## src/rtl/riscv_mc_pkg.sv

```systemverilog
// Shared opcodes, FSM state encoding and ALU codes for the multi-cycle RV32I control unit.
package riscv_mc_pkg;

    localparam logic [6:0] OP_LOAD   = 7'b0000011;
    localparam logic [6:0] OP_STORE  = 7'b0100011;
    localparam logic [6:0] OP_RTYPE  = 7'b0110011;
    localparam logic [6:0] OP_ITYPE  = 7'b0010011;
    localparam logic [6:0] OP_BRANCH = 7'b1100011;
    localparam logic [6:0] OP_JAL    = 7'b1101111;

    typedef enum logic [3:0] {
        S_FETCH,
        S_DECODE,
        S_MEMADR,
        S_MEMREAD,
        S_MEMWB,
        S_MEMWRITE,
        S_EXEC_R,
        S_EXEC_I,
        S_ALUWB,
        S_JAL,
        S_BRANCH,
        S_TRAP
    } state_t;

    localparam logic [2:0] ALU_ADD = 3'b000;
    localparam logic [2:0] ALU_SUB = 3'b001;
    localparam logic [2:0] ALU_AND = 3'b010;
    localparam logic [2:0] ALU_OR  = 3'b011;
    localparam logic [2:0] ALU_SLT = 3'b101;

    typedef enum logic [1:0] {
        ALUOP_ADD,
        ALUOP_SUB,
        ALUOP_FUNCT
    } alu_op_t;

    // Immediate format follows the opcode alone, independent of the FSM state.
    function automatic logic [1:0] imm_src_of(input logic [6:0] op);
        logic [1:0] imm;
        imm = 2'b00;
        case (op)
            OP_STORE:  imm = 2'b01;
            OP_BRANCH: imm = 2'b10;
            OP_JAL:    imm = 2'b11;
            default:   imm = 2'b00;
        endcase
        return imm;
    endfunction

endpackage

```

## src/rtl/mc_alu_decoder.sv

```systemverilog
// Combinational ALU control decode from the FSM's alu_op plus funct3/funct7b5/opcode[5].
module mc_alu_decoder
    import riscv_mc_pkg::*;
(
    input  alu_op_t    alu_op,
    input  logic [2:0] funct3,
    input  logic       funct7b5,
    input  logic       op5,
    output logic [2:0] alu_control
);

    always_comb begin
        alu_control = ALU_ADD;
        case (alu_op)
            ALUOP_SUB: alu_control = ALU_SUB;
            ALUOP_FUNCT: begin
                case (funct3)
                    // op5 separates R-type from I-type so addi never becomes a subtract
                    3'b000:  alu_control = (op5 && funct7b5) ? ALU_SUB : ALU_ADD;
                    3'b010:  alu_control = ALU_SLT;
                    3'b110:  alu_control = ALU_OR;
                    3'b111:  alu_control = ALU_AND;
                    default: alu_control = ALU_ADD;
                endcase
            end
            default: alu_control = ALU_ADD;
        endcase
    end

endmodule

```

## src/rtl/multicycle_control_fsm.sv

```systemverilog
// Multi-cycle RV32I control FSM with memory stalls, timeout and illegal-opcode trap.
// Optional macro BRANCH_EXT_EN adds bge/bltu/bgeu branch conditions.
module multicycle_control_fsm
    import riscv_mc_pkg::*;
#(
    parameter int ALU_CTRL_W  = 3,
    parameter int MEM_TIMEOUT = 15,
    parameter int TO_W        = 4
) (
    input  logic                  clk,
    input  logic                  reset,
    input  logic [6:0]            opcode,
    input  logic [2:0]            funct3,
    input  logic                  funct7b5,
    input  logic                  zero,
    input  logic                  lt,
    input  logic                  ltu,
    input  logic                  mem_ready,
    output logic                  pc_write,
    output logic                  adr_src,
    output logic                  mem_write,
    output logic                  mem_req,
    output logic                  ir_write,
    output logic [1:0]            result_src,
    output logic [1:0]            alu_src_a,
    output logic [1:0]            alu_src_b,
    output logic [1:0]            imm_src,
    output logic                  reg_write,
    output logic [ALU_CTRL_W-1:0] alu_control,
    output logic                  illegal_instr,
    output logic                  bus_err
);

    localparam logic [TO_W:0]   LIMIT   = (TO_W+1)'(MEM_TIMEOUT);
    localparam logic [TO_W-1:0] CNT_ONE = {{(TO_W-1){1'b0}}, 1'b1};

    state_t          state_reg;
    state_t          wait_exit;
    logic            in_wait;
    logic [TO_W-1:0] to_cnt_reg;
    logic            timeout_hit;
    logic            illegal_reg;
    logic            bus_err_reg;
    logic            take;
    alu_op_t         alu_op;
    logic [2:0]      alu_ctrl3;
    logic            pc_write_c, mem_write_c, mem_req_c, ir_write_c, reg_write_c;

    always_comb begin
        in_wait   = 1'b1;
        wait_exit = S_FETCH;
        case (state_reg)
            S_FETCH:    wait_exit = S_DECODE;
            S_MEMREAD:  wait_exit = S_MEMWB;
            S_MEMWRITE: wait_exit = S_FETCH;
            default:    in_wait   = 1'b0;
        endcase
    end

    // The limit is judged on the stall being counted now, so a ready in that same cycle wins.
    assign timeout_hit = (MEM_TIMEOUT != 0) &&
                         (({1'b0, to_cnt_reg} + {{TO_W{1'b0}}, 1'b1}) == LIMIT);

    always_ff @(posedge clk or posedge reset) begin
        if (reset) begin
            state_reg   <= S_FETCH;
            to_cnt_reg  <= '0;
            illegal_reg <= 1'b0;
            bus_err_reg <= 1'b0;
        end else begin
            to_cnt_reg <= '0;
            if (in_wait) begin
                if (mem_ready) begin
                    state_reg <= wait_exit;
                end else if (timeout_hit) begin
                    state_reg   <= S_TRAP;
                    bus_err_reg <= 1'b1;
                end else if (MEM_TIMEOUT != 0) begin
                    to_cnt_reg <= to_cnt_reg + CNT_ONE;
                end
            end else begin
                case (state_reg)
                    S_DECODE: begin
                        case (opcode)
                            OP_LOAD, OP_STORE: state_reg <= S_MEMADR;
                            OP_RTYPE:          state_reg <= S_EXEC_R;
                            OP_ITYPE:          state_reg <= S_EXEC_I;
                            OP_BRANCH:         state_reg <= S_BRANCH;
                            OP_JAL:            state_reg <= S_JAL;
                            default: begin
                                state_reg   <= S_TRAP;
                                illegal_reg <= 1'b1;
                            end
                        endcase
                    end
                    S_MEMADR: state_reg <= opcode[5] ? S_MEMWRITE : S_MEMREAD;
                    S_EXEC_R, S_EXEC_I, S_JAL: state_reg <= S_ALUWB;
                    S_MEMWB, S_ALUWB, S_BRANCH: state_reg <= S_FETCH;
                    default: state_reg <= S_TRAP;
                endcase
            end
        end
    end

    always_comb begin
        take = 1'b0;
        case (funct3)
            3'b000:  take = zero;
            3'b001:  take = ~zero;
            3'b100:  take = lt;
`ifdef BRANCH_EXT_EN
            3'b101:  take = ~lt;
            3'b110:  take = ltu;
            3'b111:  take = ~ltu;
`endif
            default: take = 1'b0;
        endcase
    end

`ifndef BRANCH_EXT_EN
    logic unused_ltu;
    assign unused_ltu = ltu;
`endif

    always_comb begin
        pc_write_c  = 1'b0;
        mem_write_c = 1'b0;
        mem_req_c   = 1'b0;
        ir_write_c  = 1'b0;
        reg_write_c = 1'b0;
        adr_src     = 1'b0;
        result_src  = 2'b00;
        alu_src_a   = 2'b00;
        alu_src_b   = 2'b00;
        alu_op      = ALUOP_ADD;
        case (state_reg)
            S_FETCH: begin
                mem_req_c  = 1'b1;
                alu_src_b  = 2'b10;
                result_src = 2'b10;
                ir_write_c = mem_ready;
                pc_write_c = mem_ready;
            end
            S_DECODE: begin
                alu_src_a = 2'b01;
                alu_src_b = 2'b01;
            end
            S_MEMADR: begin
                alu_src_a = 2'b10;
                alu_src_b = 2'b01;
            end
            S_MEMREAD: begin
                mem_req_c = 1'b1;
                adr_src   = 1'b1;
            end
            S_MEMWB: begin
                result_src  = 2'b01;
                reg_write_c = 1'b1;
            end
            S_MEMWRITE: begin
                mem_req_c   = 1'b1;
                mem_write_c = 1'b1;
                adr_src     = 1'b1;
            end
            S_EXEC_R: begin
                alu_src_a = 2'b10;
                alu_op    = ALUOP_FUNCT;
            end
            S_EXEC_I: begin
                alu_src_a = 2'b10;
                alu_src_b = 2'b01;
                alu_op    = ALUOP_FUNCT;
            end
            S_ALUWB: reg_write_c = 1'b1;
            S_JAL: begin
                alu_src_a  = 2'b01;
                alu_src_b  = 2'b10;
                pc_write_c = 1'b1;
            end
            S_BRANCH: begin
                alu_src_a  = 2'b10;
                alu_op     = ALUOP_SUB;
                pc_write_c = take;
            end
            default: ;
        endcase
    end

    // Strobes drop combinationally with reset so an aborted access never completes.
    assign pc_write  = pc_write_c  & ~reset;
    assign mem_write = mem_write_c & ~reset;
    assign mem_req   = mem_req_c   & ~reset;
    assign ir_write  = ir_write_c  & ~reset;
    assign reg_write = reg_write_c & ~reset;

    assign imm_src       = imm_src_of(opcode);
    assign illegal_instr = illegal_reg;
    assign bus_err       = bus_err_reg;

    mc_alu_decoder u_alu_dec (
        .alu_op      (alu_op),
        .funct3      (funct3),
        .funct7b5    (funct7b5),
        .op5         (opcode[5]),
        .alu_control (alu_ctrl3)
    );

    generate
        if (ALU_CTRL_W > 3) begin : g_wide_ctrl
            assign alu_control = {{(ALU_CTRL_W-3){1'b0}}, alu_ctrl3};
        end else begin : g_narrow_ctrl
            assign alu_control = alu_ctrl3[ALU_CTRL_W-1:0];
        end
    endgenerate

endmodule
```

## config.mk

```make
export PLATFORM = sky130hd
export DESIGN_NAME = multicycle_control_fsm
export DESIGN_NICKNAME = d
export VERILOG_FILES = /design/src/rtl/riscv_mc_pkg.sv /design/src/rtl/mc_alu_decoder.sv /design/src/rtl/multicycle_control_fsm.sv
export SDC_FILE = /design/constraint.sdc
export NUM_CORES = 1
export LEC_CHECK = 0
export CORE_MARGIN = 4
export CORE_UTILIZATION = 43
export DETAILED_ROUTE_END_ITERATION = 8
export PLACE_DENSITY_LB_ADDON = 0.2
export SYNTH_ARGS = -nofsm -noshare
export SYNTH_HDL_FRONTEND = slang
export SYNTH_SLANG_ARGS = --single-unit
```

## constraint.sdc

```tcl
create_clock -name clk -period 2.2 [get_ports clk]
set_input_delay 0.44 -clock clk [delete_from_list [all_inputs] [get_ports clk]]
set_output_delay 0.44 -clock clk [all_outputs]
set_load 0.05 [all_outputs]
```

# [Yosys cells after proc, flatten, opt, wreduce, memory -nomap -nowiden]
# Index checks and enable logic that the tools add are counted.
[word_totals] ff_bits=10 inputBits=17 out_inout_bits=19
[op_classes] n_addsub=2 eq_ne=25 mux=25 n_bitwise=10 reduce_logical=17
[ops] operator="2-to-1 mux 4 bit" count=6
[ops] operator="case mux 4 bit (5 select lines)" count=1
[ops] operator="== test 4 x 3 -> 1 bit, second input constant" count=4
[ops] operator="case mux 2 bit (2 select lines)" count=4
[ops] operator="case mux 4 bit (4 select lines)" count=1
[ops] operator="== test 7 x 6 -> 1 bit, second input constant" count=2
[ops] operator="== test 7 bit, second input constant" count=2
[ops] operator="== test 4 bit, second input constant" count=3
[ops] operator="case mux 3 bit (2 select lines)" count=2
[ops] operator="case mux 3 bit (4 select lines)" count=1
[ops] operator="OR reduction 2 bit" count=6
[ops] operator="OR reduction 3 bit" count=4
[ops] operator="== test 3 bit, second input constant" count=3
[ops] operator="== test 4 x 2 -> 1 bit, second input constant" count=2
[ops] operator="== test 7 x 2 -> 1 bit, second input constant" count=1
[ops] operator="== test 7 x 5 -> 1 bit, second input constant" count=1
[ops] operator="2-to-1 mux 1 bit" count=6
[ops] operator="case mux 1 bit (3 select lines)" count=2
[ops] operator="case mux 2 bit (3 select lines)" count=1
[ops] operator="AND reduction 3 bit" count=2
[ops] operator="OR reduction 6 bit" count=1
[ops] operator="adder 4 x 1 -> 5 bit, second input constant" count=1
[ops] operator="AND 1 bit" count=5
[ops] operator="== test 5 x 4 -> 1 bit, second input constant" count=1
[ops] operator="other kinds (13)" count=17

# [Logic depth before layout (Yosys ltp)]
[logic_depth] ltp_word=5 mapped_depth=8

# [Modules after synthesis]
# From an unflattened synthesis, not the netlist that was laid out.
[hier_totals] cells_unflattened=121 area_unflattened_um2=1024.7
[by_module_without_submodules] mod="multicycle_control_fsm" instances=1 cells_per_inst=110 area_per_inst_um2=928.4 seq_area_each_um2=250.2
[by_module_without_submodules] mod="mc_alu_decoder" instances=1 cells_per_inst=11 area_per_inst_um2=96.3 seq_area_each_um2=0.0

# [Worst setup path after synthesis]
# Ideal clock, no wire load.
[synth_timing] kind="register to output" from="reg state_reg[1]" to="out alu_control[1]" arrival_ns=2.356 required_ns=1.760 path_slack_ns=-0.596 path_stages_with_launch=7 n_path_buf=2 cell_sequence="dfrtp_1 -> buf_2 -> clkbuf_1 -> nand2_1 -> nor2_1 -> ha_1 -> nor3_1"
[synth_via] elab_chain_len=5 elab_cells_between_ends=8 cone_classes="eq/ne: 5; mux: 2; reduce/logical: 1"
[synth_lines] element="start, declared" line="multicycle_control_fsm.sv:37" text="state_t state_reg;"
[synth_lines] element="start signal, assigned" line="multicycle_control_fsm.sv:74" text="state_reg <= wait_exit;"
[synth_lines] element="start signal, assigned" line="multicycle_control_fsm.sv:96" text="S_MEMADR: state_reg <= opcode[5] ? S_MEMWRITE : S_MEMREAD;"
[synth_lines] element="== test 4 x 3 -> 1 bit" line="multicycle_control_fsm.sv:136" text="case (state_reg)"
[synth_lines] element="OR reduction 2 bit (no line)"
[synth_lines] element="case mux 2 bit (2 select lines) (*)" line="multicycle_control_fsm.sv:136"
[synth_lines] element="== test 2 bit or == test 2 x 1 -> 1 bit (tied branches)" line="mc_alu_decoder.sv:14" text="case (alu_op)"
[synth_lines] element="case mux 3 bit (2 select lines) (*)" line="mc_alu_decoder.sv:14"
[synth_lines] element="end, declared" line="multicycle_control_fsm.sv:29" text="output logic [ALU_CTRL_W-1:0] alu_control,"
# Every way passes the cells marked *; elsewhere a longest branch is shown, timed or not.

# [Worst setup path in the final report]
[layout_timing] from="in funct3[2]" to="out pc_write"
[layout_via] elab_chain_len=4 elab_cells_between_ends=6 cone_classes="eq/ne: 2; mux: 2; bitwise: 1; reduce/logical: 1"
[layout_lines] element="start, declared" line="multicycle_control_fsm.sv:13" text="input logic [2:0] funct3,"
[layout_lines] element="== test 3 bit, or another cell as far along" line="multicycle_control_fsm.sv:107" text="case (funct3)"
[layout_lines] element="case mux 1 bit (3 select lines) (*)" line="multicycle_control_fsm.sv:107"
[layout_lines] element="case mux 1 bit (3 select lines) (*)" line="multicycle_control_fsm.sv:136"
[layout_lines] element="AND 1 bit (*)" line="multicycle_control_fsm.sv:190" text="assign pc_write = pc_write_c & ~reset;"
[layout_lines] element="end, declared" line="multicycle_control_fsm.sv:19" text="output logic pc_write,"
# Marks and branches as above.

==> metrics.cfg <==
[synthesis]
synth_top_family_by_area = simple AND/OR/NAND/NOR gates
syn-cell-area_sq_um = 950
ys_seq_area_share_pct = 26.4
synthTopCellsByCount = nor2_1 (21), nand2_1 (11), dfrtp_1 (10)
synthCells = 128
synth_edf_count = 0
synth_mux_area_share_pct = 2.24
ys_seq_elements = 10
yosysMostFrequentCell = nor2_1
yosys_warnings = 0
syn_nets = 149
synthXorXnorAreaFrac_pct = 6.46
syn_area_per_cell_sq_um = 7.42
synth_cell_types = 40
synth_compound_area_share_pct = 15.2
synth_top_cell_area_share_pct = 26.4
ys.flop_type = dfrtp_1
async_flop_share_pct = 100
synth_area_leaders = dfrtp_1 (26%), nor2_1 (8.3%), ha_1 (5.3%)
synth_top_area_cell = dfrtp_1
synthAdderAreaFrac_pct = 5.27
synth-simple-area-share_pct = 36.5

[sta]
finalCritPeriodShare_pct = 98.8
slew_violations = 0
skew_ns = 0.00335
tightest_slew_ns = 0.495
maxClockFrequency_mhz = 460
hold_ws_ns = 0.469
hold_violations = 0
finalSetupViolCount = 0
relSlewSlack_pct = 66.9
period_minus_slack_ns = 2.17

[drt]
antenna_left = 0
via_per_inst = 5.65
wire_per_inst_um = 16.0
drtPass1Iterations = 4
vias = 1164
drt_iter0_drc = 37
drt-total-wl_mm = 3.30
drc = 0

[floorplanning]
dieArea_sq_um = 3020
die_h_um = 55.0
core_sq_um = 2020
num_rows = 16
start_util_pct = 47.0
fp.dieW_um = 55.0
ioPinCount = 36

[clock_tree]
clk_transition_reported_paths_ns = 0.07
cts_buffers = 3
tritoncts = done
clock-root-buffer = clkbuf_4
insertion_delay_ns = 0.27
clock_sinks = 10
h-tree-depth = 1
clk_path_buf_depth = 2
hold_buffers = 0

[finish]
layout.nets = 201
num_antenna_cells = 0
synthToLayoutAreaGrowth_pct = 84.1
nFillCells = 95
drive_gt1_share_pct = 37.4
fin_util_pct = 86.4

[critical_path]
crit_required_ns = 1.76
startpoint_type = input pin
worstSetupEndpointType = output port
crit_type = in2out
cp_data_arrival_time_ns = 1.73
worstPathMaxFanout = 4

[global_route]
grt_pass1_vias = 1087
overflow = 0
grt_first_pass_wirelength_mm = 4.81
antenna_found_initial = 0
grt_max_degree = 18
track_usage_pct = 22.3

[pwr]
power_density_nw_per_um2 = 243
ir_drop_mv = 0.369
p_leak_uw = 0.000708

[place]
hpwlAfterDp_mm = 2.28
io_buffers = 34
place.gp.congestion = 0.844

[worst_hold_path]
hold_class = reg2reg

[run]
cap_violations = 0

[outcome]
outcome = complete, no violations

[worst paths after layout]
| path | from | to | slack (ns) | cells after the start |
|---|---|---|---|---|
| setup reg to reg | state_reg[1] | state_reg[0] | 0.46 | 6 |
| hold / removal | illegal_instr | illegal_instr | 0.47 | 1 |
| setup / recovery | funct3[2] | pc_write | 0.03 | 6 |
| max in group asynchronous | reset | state_reg[3] | 1.33 | 3 |
| hold reg to reg | illegal_instr | illegal_instr | 0.47 | 1 |
| min in group asynchronous | reset | state_reg[1] | 0.72 | 3 |
[metal layers]
layer  up-vias  GRT usage (%)  part of all wire, %
met5         -              0                    0
met3         8           6.43                  7.9
met1       549           24.5                   36
li1        542              -                    -
met4         0           8.10                  2.5
met2        65           40.2                   53
[layout by cell type (no fill, tap or decap), types with 4 or more instances in the layout]
master           count
dfrtp_1              8
xnor2_1              4
nand2_1             10
buf_4               21
buf_12              17
clkdlybuf4s50_1     17
nor2_1              15
nor2_2               4
o21ai_0              5
inv_1                7
nand3_1              5
[cells by family (layout without fill, tap and decap cells)]
logic type | after synthesis | after routing
muxes | 2 | 2
xor gates and xnor gates | 7 | 7
adders and majority gates | 4 | 4
buffers and inverters | 16 | 67
AOI/OAI and AO/OA | 22 | 22
DFF | 10 | 10
and+or+nand+nor | 67 | 67
[report_power, final]
| part | internal [uW] | total, uW | switching (uW) | leakage (uW) |
|---|---|---|---|---|
| clock | 101 | 167 | 66.3 | 0.0000210 |
| sequential | 184 | 184 | 0 | 0.000123 |
| combinational | 41.9 | 74.4 | 32.4 | 0.000564 |
| total | 326 | 425 | 98.7 | 0.000708 |
[area by class of cell]
class / count / area (sq um) / share of cell area, %
Clock buffer: 4 / 36.3 / 2.08
Timing Repair Buffer: 56 / 679 / 38.9
Tap cell: 27 / 33.8 / 1.93
Sequential cell: 10 / 253 / 14.5
Multi-Input combinational cell: 102 / 719 / 41.2
Inverter: 7 / 26.3 / 1.50
[critical path, stage by stage]
cell	delay, ns
clkdlybuf4s50_1	0.53
mux2i_1	0.09
o21ai_0	0.22
a21oi_1	0.10
nor2_1	0.18
buf_12	0.17
[what timing repair did]
action,in CTS,in global routing
pin swaps,0,2
buffers inserted,0,6
setup endpoints to repair,4,7
gates resized for setup,4,13
[stage by stage]
step	TNS, ns	setup WS (ns)	power, uW	instances	cell area [sq um]
finish	0	0.0268	425	206	1750
global route	-0.0518	-0.0357	440	206	1750
CTS	0	0.0197	423	200	1660
detailed placement	0	0.0308	258	196	1600
global placement	0	0.0287	256	196	1600
floorplan	-0.925	-0.529	204	128	983
(Power assumes the default switching activity.)
